--- src/rtl/axi4_lite_timer_pkg.sv ---
// Shared types, register map and helpers for the AXI4-Lite timer slave.
package axi4_lite_timer_pkg;

    typedef enum logic [1:0] {
        RESP_OKAY   = 2'b00,
        RESP_SLVERR = 2'b10
    } resp_t;

    typedef enum logic {
        W_IDLE,
        W_RESP
    } wr_state_t;

    typedef enum logic {
        R_IDLE,
        R_DATA
    } rd_state_t;

    typedef enum logic [2:0] {
        SEL_CTRL,
        SEL_LOAD,
        SEL_COUNT,
        SEL_STATUS,
        SEL_PRESCALE,
        SEL_NONE
    } reg_sel_t;

    // Register byte offsets inside the slave window
    localparam logic [4:0] OFF_CTRL     = 5'h00;
    localparam logic [4:0] OFF_LOAD     = 5'h04;
    localparam logic [4:0] OFF_COUNT    = 5'h08;
    localparam logic [4:0] OFF_STATUS   = 5'h0C;
    localparam logic [4:0] OFF_PRESCALE = 5'h10;

    // CTRL bit positions
    localparam int unsigned CTRL_EN          = 0;
    localparam int unsigned CTRL_AUTO_RELOAD = 1;
    localparam int unsigned CTRL_IRQ_EN      = 2;
    localparam int unsigned CTRL_W           = 3;

    // Map a word offset to a register select; anything outside the window is unmapped
    function automatic reg_sel_t decode_offset(input logic in_window, input logic [4:0] offset);
        reg_sel_t sel;
        sel = SEL_NONE;
        if (in_window) begin
            case (offset)
                OFF_CTRL:     sel = SEL_CTRL;
                OFF_LOAD:     sel = SEL_LOAD;
                OFF_COUNT:    sel = SEL_COUNT;
                OFF_STATUS:   sel = SEL_STATUS;
                OFF_PRESCALE: sel = SEL_PRESCALE;
                default:      sel = SEL_NONE;
            endcase
        end
        return sel;
    endfunction

    // Byte-lane merge of new write data over the current register value
    function automatic logic [31:0] apply_wstrb(input logic [31:0] old_val,
                                                input logic [31:0] new_val,
                                                input logic [3:0]  strb);
        logic [31:0] merged;
        merged = old_val;
        for (int unsigned i = 0; i < 4; i++) begin
            if (strb[i]) begin
                merged[8*i +: 8] = new_val[8*i +: 8];
            end
        end
        return merged;
    endfunction

endpackage

--- src/rtl/axi4_lite_timer_slave_core.sv ---
// Prescaler plus down counter; reports expiry and when the enable must drop.
module timer_counter_core
    import axi4_lite_timer_pkg::*;
#(
    parameter int unsigned TIMER_W = 32,
    parameter int unsigned PRESC_W = 16
) (
    input  logic               clk,
    input  logic               rst_n,
    input  logic               en,
    input  logic               auto_reload,
    input  logic               start,
    input  logic [TIMER_W-1:0] load_val,
    input  logic [PRESC_W-1:0] presc_val,
    output logic [TIMER_W-1:0] count,
    output logic               expire,
    output logic               clear_en
);

    logic [PRESC_W-1:0] presc_cnt;
    logic               tick;

    // >= rather than == so lowering PRESCALE below the running count cannot stall for a full wrap
    always_comb begin
        tick     = en && (presc_cnt >= presc_val);
        expire   = tick && (count == '0);
        clear_en = expire && !auto_reload;
    end

    // Prescaler and counter update; start reloads, en=0 freezes both
    always_ff @(posedge clk) begin
        if (!rst_n) begin
            presc_cnt <= '0;
            count     <= '0;
        end else if (start) begin
            presc_cnt <= '0;
            count     <= load_val;
        end else if (en) begin
            if (tick) begin
                presc_cnt <= '0;
                if (count != '0) begin
                    count <= count - TIMER_W'(1);
                end else if (auto_reload) begin
                    count <= load_val;
                end
            end else begin
                presc_cnt <= presc_cnt + PRESC_W'(1);
            end
        end
    end

endmodule

--- src/rtl/axi4_lite_timer_slave.sv ---
// AXI4-Lite slave exposing CTRL/LOAD/COUNT/STATUS/PRESCALE of a down-counting timer.
module axi4_lite_timer_slave
    import axi4_lite_timer_pkg::*;
#(
    parameter int unsigned ADDR_W  = 32,
    parameter int unsigned TIMER_W = 32,
    parameter int unsigned PRESC_W = 16
) (
    input  logic              clk,
    input  logic              rst_n,
    input  logic [ADDR_W-1:0] awaddr,
    input  logic              awvalid,
    output logic              awready,
    input  logic [31:0]       wdata,
    input  logic [3:0]        wstrb,
    input  logic              wvalid,
    output logic              wready,
    output logic [1:0]        bresp,
    output logic              bvalid,
    input  logic              bready,
    input  logic [ADDR_W-1:0] araddr,
    input  logic              arvalid,
    output logic              arready,
    output logic [31:0]       rdata,
    output logic [1:0]        rresp,
    output logic              rvalid,
    input  logic              rready,
    output logic              irq
);

    wr_state_t          w_state, w_state_next;
    rd_state_t          r_state, r_state_next;

    logic [CTRL_W-1:0]  ctrl_q;
    logic [TIMER_W-1:0] load_q;
    logic [PRESC_W-1:0] presc_q;
    logic               expired_q;
    resp_t              bresp_q;
    resp_t              rresp_q;

    reg_sel_t           wr_sel, rd_sel;
    logic               wr_fire, rd_fire;
    logic [CTRL_W-1:0]  ctrl_new;
    logic               start;
    resp_t              wr_resp_val, rd_resp_val;
    logic [31:0]        rd_val;

    logic [TIMER_W-1:0] count;
    logic               expire, clear_en;
    logic               addr_lsb_unused;

    assign addr_lsb_unused = ^{awaddr[1:0], araddr[1:0]};

    timer_counter_core #(
        .TIMER_W (TIMER_W),
        .PRESC_W (PRESC_W)
    ) u_core (
        .clk         (clk),
        .rst_n       (rst_n),
        .en          (ctrl_q[CTRL_EN]),
        .auto_reload (ctrl_q[CTRL_AUTO_RELOAD]),
        .start       (start),
        .load_val    (load_q),
        .presc_val   (presc_q),
        .count       (count),
        .expire      (expire),
        .clear_en    (clear_en)
    );

    // Upper address bits must be zero, so e.g. 0x20 is unmapped instead of aliasing CTRL
    always_comb begin
        wr_sel      = decode_offset(awaddr[ADDR_W-1:5] == '0, {awaddr[4:2], 2'b00});
        rd_sel      = decode_offset(araddr[ADDR_W-1:5] == '0, {araddr[4:2], 2'b00});
        wr_resp_val = (wr_sel == SEL_COUNT || wr_sel == SEL_NONE) ? RESP_SLVERR : RESP_OKAY;
        ctrl_new    = CTRL_W'(apply_wstrb(32'(ctrl_q), wdata, wstrb));
        start       = wr_fire && (wr_sel == SEL_CTRL) && ctrl_new[CTRL_EN] && !ctrl_q[CTRL_EN];
    end

    // Write channel state register
    always_ff @(posedge clk) begin
        if (!rst_n) begin
            w_state <= W_IDLE;
        end else begin
            w_state <= w_state_next;
        end
    end

    // Write channel next state: accept only when address and data are both present
    always_comb begin
        w_state_next = w_state;
        case (w_state)
            W_IDLE:  if (awvalid && wvalid) w_state_next = W_RESP;
            W_RESP:  if (bready)            w_state_next = W_IDLE;
            default: w_state_next = W_IDLE;
        endcase
    end

    // Write channel outputs
    always_comb begin
        awready = 1'b0;
        wready  = 1'b0;
        bvalid  = 1'b0;
        case (w_state)
            W_IDLE: begin
                awready = awvalid && wvalid;
                wready  = awvalid && wvalid;
            end
            W_RESP:  bvalid = 1'b1;
            default: bvalid = 1'b0;
        endcase
        wr_fire = awready;
    end

    // Read channel state register
    always_ff @(posedge clk) begin
        if (!rst_n) begin
            r_state <= R_IDLE;
        end else begin
            r_state <= r_state_next;
        end
    end

    // Read channel next state
    always_comb begin
        r_state_next = r_state;
        case (r_state)
            R_IDLE:  if (arvalid) r_state_next = R_DATA;
            R_DATA:  if (rready)  r_state_next = R_IDLE;
            default: r_state_next = R_IDLE;
        endcase
    end

    // Read channel outputs
    always_comb begin
        arready = (r_state == R_IDLE) && arvalid;
        rvalid  = (r_state == R_DATA);
        rd_fire = arready;
    end

    // Read data mux, sampled at the accept edge
    always_comb begin
        rd_val      = '0;
        rd_resp_val = RESP_OKAY;
        case (rd_sel)
            SEL_CTRL:     rd_val = 32'(ctrl_q);
            SEL_LOAD:     rd_val = 32'(load_q);
            SEL_COUNT:    rd_val = 32'(count);
            SEL_STATUS:   rd_val = 32'(expired_q);
            SEL_PRESCALE: rd_val = 32'(presc_q);
            default:      rd_resp_val = RESP_SLVERR;
        endcase
    end

    // Register file, expiry flag and registered responses
    always_ff @(posedge clk) begin
        if (!rst_n) begin
            ctrl_q    <= '0;
            load_q    <= '0;
            presc_q   <= '0;
            expired_q <= 1'b0;
            bresp_q   <= RESP_OKAY;
            rresp_q   <= RESP_OKAY;
            rdata     <= '0;
        end else begin
            if (wr_fire && wr_sel == SEL_CTRL) begin
                ctrl_q <= ctrl_new;
            end else if (clear_en) begin
                ctrl_q[CTRL_EN] <= 1'b0;
            end
            if (wr_fire && wr_sel == SEL_LOAD) begin
                load_q <= TIMER_W'(apply_wstrb(32'(load_q), wdata, wstrb));
            end
            if (wr_fire && wr_sel == SEL_PRESCALE) begin
                presc_q <= PRESC_W'(apply_wstrb(32'(presc_q), wdata, wstrb));
            end
            if (expire) begin
                expired_q <= 1'b1;
            end else if (wr_fire && wr_sel == SEL_STATUS && wstrb[0] && wdata[0]) begin
                expired_q <= 1'b0;
            end
            if (wr_fire) begin
                bresp_q <= wr_resp_val;
            end
            if (rd_fire) begin
                rdata   <= rd_val;
                rresp_q <= rd_resp_val;
            end
        end
    end

    assign bresp = bresp_q;
    assign rresp = rresp_q;
    assign irq   = expired_q && ctrl_q[CTRL_IRQ_EN];

endmodule
--- config.mk ---
export PLATFORM = sky130hd
export DESIGN_NAME = axi4_lite_timer_slave
export DESIGN_NICKNAME = d
export VERILOG_FILES = /design/src/rtl/axi4_lite_timer_pkg.sv /design/src/rtl/axi4_lite_timer_slave_core.sv /design/src/rtl/axi4_lite_timer_slave.sv
export SDC_FILE = /design/constraint.sdc
export NUM_CORES = 1
export LEC_CHECK = 0
export ABC_AREA = 0
export CORE_MARGIN = 5
export CORE_UTILIZATION = 46
export DETAILED_ROUTE_END_ITERATION = 8
export HOLD_SLACK_MARGIN = 0.1
export PLACE_DENSITY_LB_ADDON = 0.15
export SYNTH_ARGS = -nofsm -noshare
export SYNTH_HDL_FRONTEND = slang
export SYNTH_SLANG_ARGS = --single-unit
export TNS_END_PERCENT = 1
--- constraint.sdc ---
create_clock -name clk -period 2.24 [get_ports clk]
set_input_delay 0.56 -clock clk [delete_from_list [all_inputs] [get_ports clk]]
set_output_delay 0.56 -clock clk [all_outputs]
set_load 0.005 [all_outputs]
==> impl_metrics.json <==
{
  "outcome": "complete, but fails checks",
  "violations": "setup timing",
  "critical_path_class": "input port to flop",
  "drtAntennaViolNets": 0,
  "cts_hold_buf": 0,
  "gp_congestion": 0.868,
  "synth_ff_type": "dfxtp_1",
  "rsz0062_at_grt": "yes",
  "critPathSlowestCell": "clkdlybuf4s50_1",
  "async_reset_ff_frac": 0,
  "ys_warn_count": 0,
  "numCtsBuffers": 17,
  "hpwl_um": 14700,
  "hold_viol_final": 0,
  "drtIter0Drc": 485,
  "drv_slew": 0,
  "overflow": 0,
  "leakage_uw": 0.00391,
  "ios": 149,
  "die_h_um": 131,
  "clk_path_buf_depth": 2,
  "worstPathMaxFanout": 8,
  "final_area_um2": 10200,
  "cp_num_buf_inv": 4,
  "syn_avg_cell_area_um2": 7.92,
  "drt-pass1-iter-count": 5,
  "cts_tree": "yes",
  "clkSinkCount": 136,
  "crit_path_end_kind": "flop",
  "synthTopCellsByCount": "dfxtp_1 (136), nand2_1 (101), nor2_1 (88)",
  "synth_top_family_by_area": "simple AND/OR/NAND/NOR gates",
  "synthToLayoutAreaGrowth_pct": 51.8,
  "whs_path_depth": 2,
  "synth_edf_count": 0,
  "grt_pass1_vias": 6745,
  "r2r_end": "u_core.count[3]$_SDFFE_PN0P_",
  "vdd_drop_max_v": 0.000505,
  "clk_pin_slew_ps": 50,
  "synth_xor_area_frac": 0.0182,
  "drive_above_1_share": 0.196,
  "synthCells": 850,
  "setup_slack_ps": -135,
  "nets": 1197,
  "fin_cells": 1266,
  "grt_usage": 0.240,
  "relSlewSlack": 0.644,
  "synth.area.mux_share": 0.0346,
  "power_uw": 5540,
  "fin_crit_ps": 2370,
  "synth.area.top_cells": "dfxtp_1 (40%), a21oi_1 (6.2%), nand2_1 (5.6%)",
  "core_area_um2": 14400,
  "die_w_um": 131,
  "path_cells": "clkdlybuf4s50_1 -> nor4_1 -> nand4_1 -> buf_4 -> nor3_4 -> nor3b_4 -> buf_12 -> buf_12 -> nand2_4 -> nand2_1 -> a21oi_2",
  "dieArea_um2": 17200,
  "cellPowerDensity_nw_per_um2": 542,
  "cp.depth": 11,
  "synth_top_area_share": 0.404,
  "worstMarginPinSlew_ps": 534,
  "synth.most_common_cell": "dfxtp_1",
  "synthDistinctLibCells": 55,
  "critPathMostFrequentCell": "buf_12",
  "dpl_cell_area_um2": 9100,
  "route.detailed.drc": 0,
  "min_to": "rdata[23]$_SDFFE_PN0P_",
  "clk_latency_ps": 420,
  "initial_core_util": 0.467,
  "wl_per_cell_um": 16.6,
  "fmax_ghz": 0.421,
  "placementRows": 44,
  "slowest_delay_ps": 400,
  "min_from": "rdata[23]$_SDFFE_PN0P_",
  "wl_um": 21100,
  "synth-simple-area-share": 0.239,
  "fin_skew_ps": 6.43,
  "cpLargestDelayFamily": "simple AND/OR/NAND/NOR gates",
  "cts_max_level": 4,
  "syn_area_um2": 6730,
  "synth_fa_ha_area_frac": 0.0353,
  "fin_crit_sh": 1.06,
  "vias_per_cell": 5.61,
  "ys_ff_latch": 136,
  "drv_cap": 0,
  "start_kind": "input port",
  "fillers": 1142,
  "placed_cells": 1222,
  "r2r_cells": 7,
  "antenna_found_initial": 0,
  "crit-reg2reg-launch": "u_core.count[30]$_SDFFE_PN0P_",
  "worstHoldPathType": "flop to flop",
  "grt_pass1_wl_um": 32800,
  "vias": 7096,
  "root_buffer": "clkbuf_16",
  "ys_seq_area_frac": 0.404,
  "regToRegSetupSlack_ps": -110,
  "insertedDiodeCount": 0,
  "synth_compound_area_frac": 0.214,
  "io_buffers": 142,
  "register_area_um2": 2730,
  "worstPathArrival_ps": 2680,
  "multi_input_area_um2": 3940,
  "yosysTopAreaCell": "dfxtp_1",
  "grt_max_degree": 60,
  "worst_ep_required_time_ps": 2540,
  "setup_viol": 60
}
-- how the worst max path moves through the flow --
stage	startpoint	to	slack [ps]
2_1_floorplan	u_core.count[30]$_SDFFE_PN0P_	u_core.count[11]$_SDFFE_PN0P_	-80
5_1_grt	awaddr[21]	load_q[23]$_SDFFE_PN0P_	-220
4_1_cts	u_core.count[30]$_SDFFE_PN0P_	u_core.count[2]$_SDFFE_PN0P_	-90
3_5_place_dp	awaddr[3]	u_core.count[28]$_SDFFE_PN0P_	-530
3_3_place_gp	awaddr[3]	u_core.count[22]$_SDFFE_PN0P_	-530
6_report	awaddr[31]	load_q[17]$_SDFFE_PN0P_	-130
-- metal layers --
metal  vias to the layer above  GRT usage  share of wire  wire length [um]
met5                         -          0              0                 0
met3                        23     0.0520          0.047               996
met1                      3365      0.303           0.43              9140
li1                       3528          -              -                 -
met4                         0     0.0629          0.015               306
met2                       180      0.414           0.50             10600
-- layout by cell type (no fill, tap or decap), types with 24 or more instances in the layout --
master | synthesis | layout
inv_1 | 26 | 24
buf_4 | 6 | 89
a21oi_1 | 84 | 76
dfxtp_1 | 136 | 133
clkdlybuf4s50_1 | 0 | 126
o211ai_1 | 24 | 24
nand3_1 | 42 | 40
nor2_1 | 88 | 86
nand2_1 | 101 | 94
o21ai_0 | 60 | 44
-- state kept, by name, indices dropped and copies added, names as in the netlist --
name              count
bresp                 1
ctrl_q                3
expired_q             1
load_q               32
presc_q              16
rdata                32
rresp                 1
rvalid                1
u_core.count         32
u_core.presc_cnt     16
w_state               1
-- worst register-to-register path, stage by stage (launching register included) --
cell,delay (ps)
dfxtp_1,310
or3_4,390
or3b_4,390
or3_4,410
o21ai_4,250
a21o_4,230
clkbuf_16,180
o22ai_2,70
-- metrics by stage --
step	setup WS, ps	TNS, ps	util	hold WS (ps)
finish	-135	-5400	0.709	447
global route	-224	-9600	0.709	478
CTS	-89.2	-1670	0.674	454
detailed placement	-529	-50430	0.631	442
global placement	-529	-48120	0.631	433
floorplan	-75.8	-2920	-	449
-- cells by family after synthesis --
family | after synthesis
AO/OA/AOI/OAI | 235
XOR/XNOR | 14
adder cells (fa/ha/maj) | 19
buffers and inverters | 86
flip-flops | 136
multiplexers | 22
other | 1
AND/OR/NAND/NOR | 337
-- layout make-up --
type                       count  share of cell area
clock buffer                  22              0.0474
inverter                      26             0.00954
timing repair buffer         261               0.259
sequential                   136               0.267
multi-input combinational    629               0.385
tap                          184              0.0225
clock inverter                 8             0.00942
-- power breakdown --
group	total (uW)	switching (uW)	internal (uW)
clock network	2760	1030	1740
logic	352	138	215
registers	2430	3.68	2420
-- repair_timing --
action / 4_1_cts / 5_1_grt
pin swaps: 9 / 19
resized for setup: 15 / 87
buffers inserted: 0 / 9
cloned: 0 / 5
setup endpoints to repair: 85 / 96
No activity file was read; power rests on OpenSTA's default activity.
==> RTL edit, RTL diff (config.mk and constraints unchanged) <==
Register the output `irq`, cleared by the reset; this adds one clock of latency there. The other outputs are not delayed to match.
--- a/src/rtl/axi4_lite_timer_slave.sv
+++ b/src/rtl/axi4_lite_timer_slave.sv
@@ -191,5 +191,11 @@
     assign bresp = bresp_q;
     assign rresp = rresp_q;
-    assign irq   = expired_q && ctrl_q[CTRL_IRQ_EN];
+    always_ff @(posedge clk) begin
+        if (!rst_n) begin
+            irq <= '0;
+        end else begin
+            irq <= expired_q && ctrl_q[CTRL_IRQ_EN];
+        end
+    end
 
 endmodule
Behaviour: not the same (a bounded check fails within 4 cycles, from zero or initial values and one cycle with rst_n low).
==> RTL edit against the original RTL <==
The run still ends with setup timing left. Via count up 6.5%. Clock skew is 3.6 ps higher. Power rose by 6.5%. Count of clock-buffer cells in the layout shrank 5. Maximum frequency increased by 1.4%. Non-clock buffer count increased by 26. Setup slack gained 32 ps. Global-route usage up 1.4 points. Synthesized area increased by 2.6%. Sequential cell count increased by 1. Routed wire length increased by 11%. Design area is 4.6% higher. Largest cell class unchanged. Largest power group unchanged.
==> RTL edit: results (changes against the original RTL) <==
| Metric | Value |
|---|---|
| Status | finished with violations (unchanged) |
| Violated checks | setup timing (unchanged) |
| Share of cells above drive strength 1 | 24.0% (was 19.6%) |
| P_leak | 3.95 nW (was 3.91 nW) |
| Synth area leaders | dfxtp_1, nand2_1, a21oi_1 (was dfxtp_1, a21oi_1, nand2_1) |
| DR WL/cell | 17.7 µm (was 16.6 µm) |
| GRT Util Overall | 25.4% (was 24.0%) |
| Routing usage on met3 | 4.67% (was 5.20%) |
| Largest net degree at the start of global routing | 70 (was 60) |
| Most frequent cells after synthesis | dfxtp_1, nand2_1, a21oi_1 (was dfxtp_1, nand2_1, nor2_1) |
| Reg-to-reg startpoint | presc_q[7] (was u_core.count[30]) |
| Post-synthesis xor/xnor area fraction | 1.90% (was 1.82%) |
| Worst Min Path Start | rdata[21] (was rdata[23]) |
| Mux cell area share after synthesis | 3.19% (was 3.46%) |
| Met2 WL | 11.9 mm (was 10.6 mm) |
| Synth Instances | 868 (was 850) |
| Clk_skew | 9.99 ps (was 6.43 ps) |
| Internal power | 4.63 mW (was 4.38 mW) |
| Fin worst setup slack | -103 ps (was -135 ps) |
| Final setup TNS | -2700 ps (was -5400 ps) |
| Dpl cell area | 9500 µm² (was 9100 µm²) |
| Routed WL | 23.3 mm (was 21.1 mm) |
| Reg area | 2760 µm² (was 2730 µm²) |
| Grt met1 use | 32.0% (was 30.3%) |
| Number of global-route vias before repair | 7366 (was 6745) |
| Global-route wire length before repair | 36.7 mm (was 32.8 mm) |
| Worst-Margin Slew | 515 ps (was 534 ps) |
| Gpl congestion | 0.900 (was 0.868) |
| Worst vdd ir | 0.000502 V (was 0.000505 V) |
| Worst Path Max Fanout | 7 (was 8) |
| Hpwl dp | 16.0 mm (was 14.7 mm) |
| Compound-Gate Fraction of Synth Area | 21.7% (was 21.4%) |
| CP endpoint | load_q[15] (was load_q[17]) |
| FILL cells | 1144 (was 1142) |
| Via-to-Cell Ratio | 5.76 (was 5.61) |
| Fin Hold WS | 446 ps (was 447 ps) |
| Power per cell area | 552 nW/µm² (was 542 nW/µm²) |
| Placed Cells | 1274 (was 1222) |
| Crit path arrival time | 2700 ps (was 2680 ps) |
| DRT iter0 DRCs | 670 (was 485) |
| Clock network power | 3.10 mW (was 2.76 mW) |
| Final nets | 1241 (was 1197) |
| Drt pass-1 iters | 7 (was 5) |
| Final setup vio count | 53 (was 60) |
| R2R depth | 10 (was 7) |
| Metal3 WL | 1.37 mm (was 996 µm) |
| Logic gate share of total power | 6.1% (was 6.4%) |
| Wl on met1 | 9.61 mm (was 9.14 mm) |
| Library cells used by synthesis | 58 (was 55) |
-- RTL edit: cell count changes after synthesis, sizes merged, moves of 5 or more --
| cell | before | now |
|---|---|---|
| nand2 | 101 | 129 |
| a21o | 3 | 12 |
| o21ai | 63 | 55 |
| nor2 | 88 | 70 |
| nand3 | 42 | 65 |
| o211ai | 24 | 12 |
| or3 | 13 | 7 |
| o22ai | 8 | 0 |
| o21a | 4 | 9 |
| a21oi | 84 | 77 |
| and2 | 2 | 7 |
-- RTL edit: area by class of cell --
cell class / count / area share (%)
timing repair buffer: 287 / 25.4
clock buffer: 17 / 3.98
sequential: 137 / 25.8
multi-input combinational: 649 / 39.8
clock inverter: 15 / 2.07
tap: 184 / 2.15
inverter: 23 / 0.808
-- RTL edit: what timing repair did --
item | 4_1_cts | 5_1_grt
gates resized for setup | 44 | 98
setup endpoints to repair | 91 | 131
pin swaps | 23 | 26
hold endpoints to repair | 0 | 0
hold buffers | 0 | 0
gates cloned | 1 | 1
setup buffers | 4 | 1
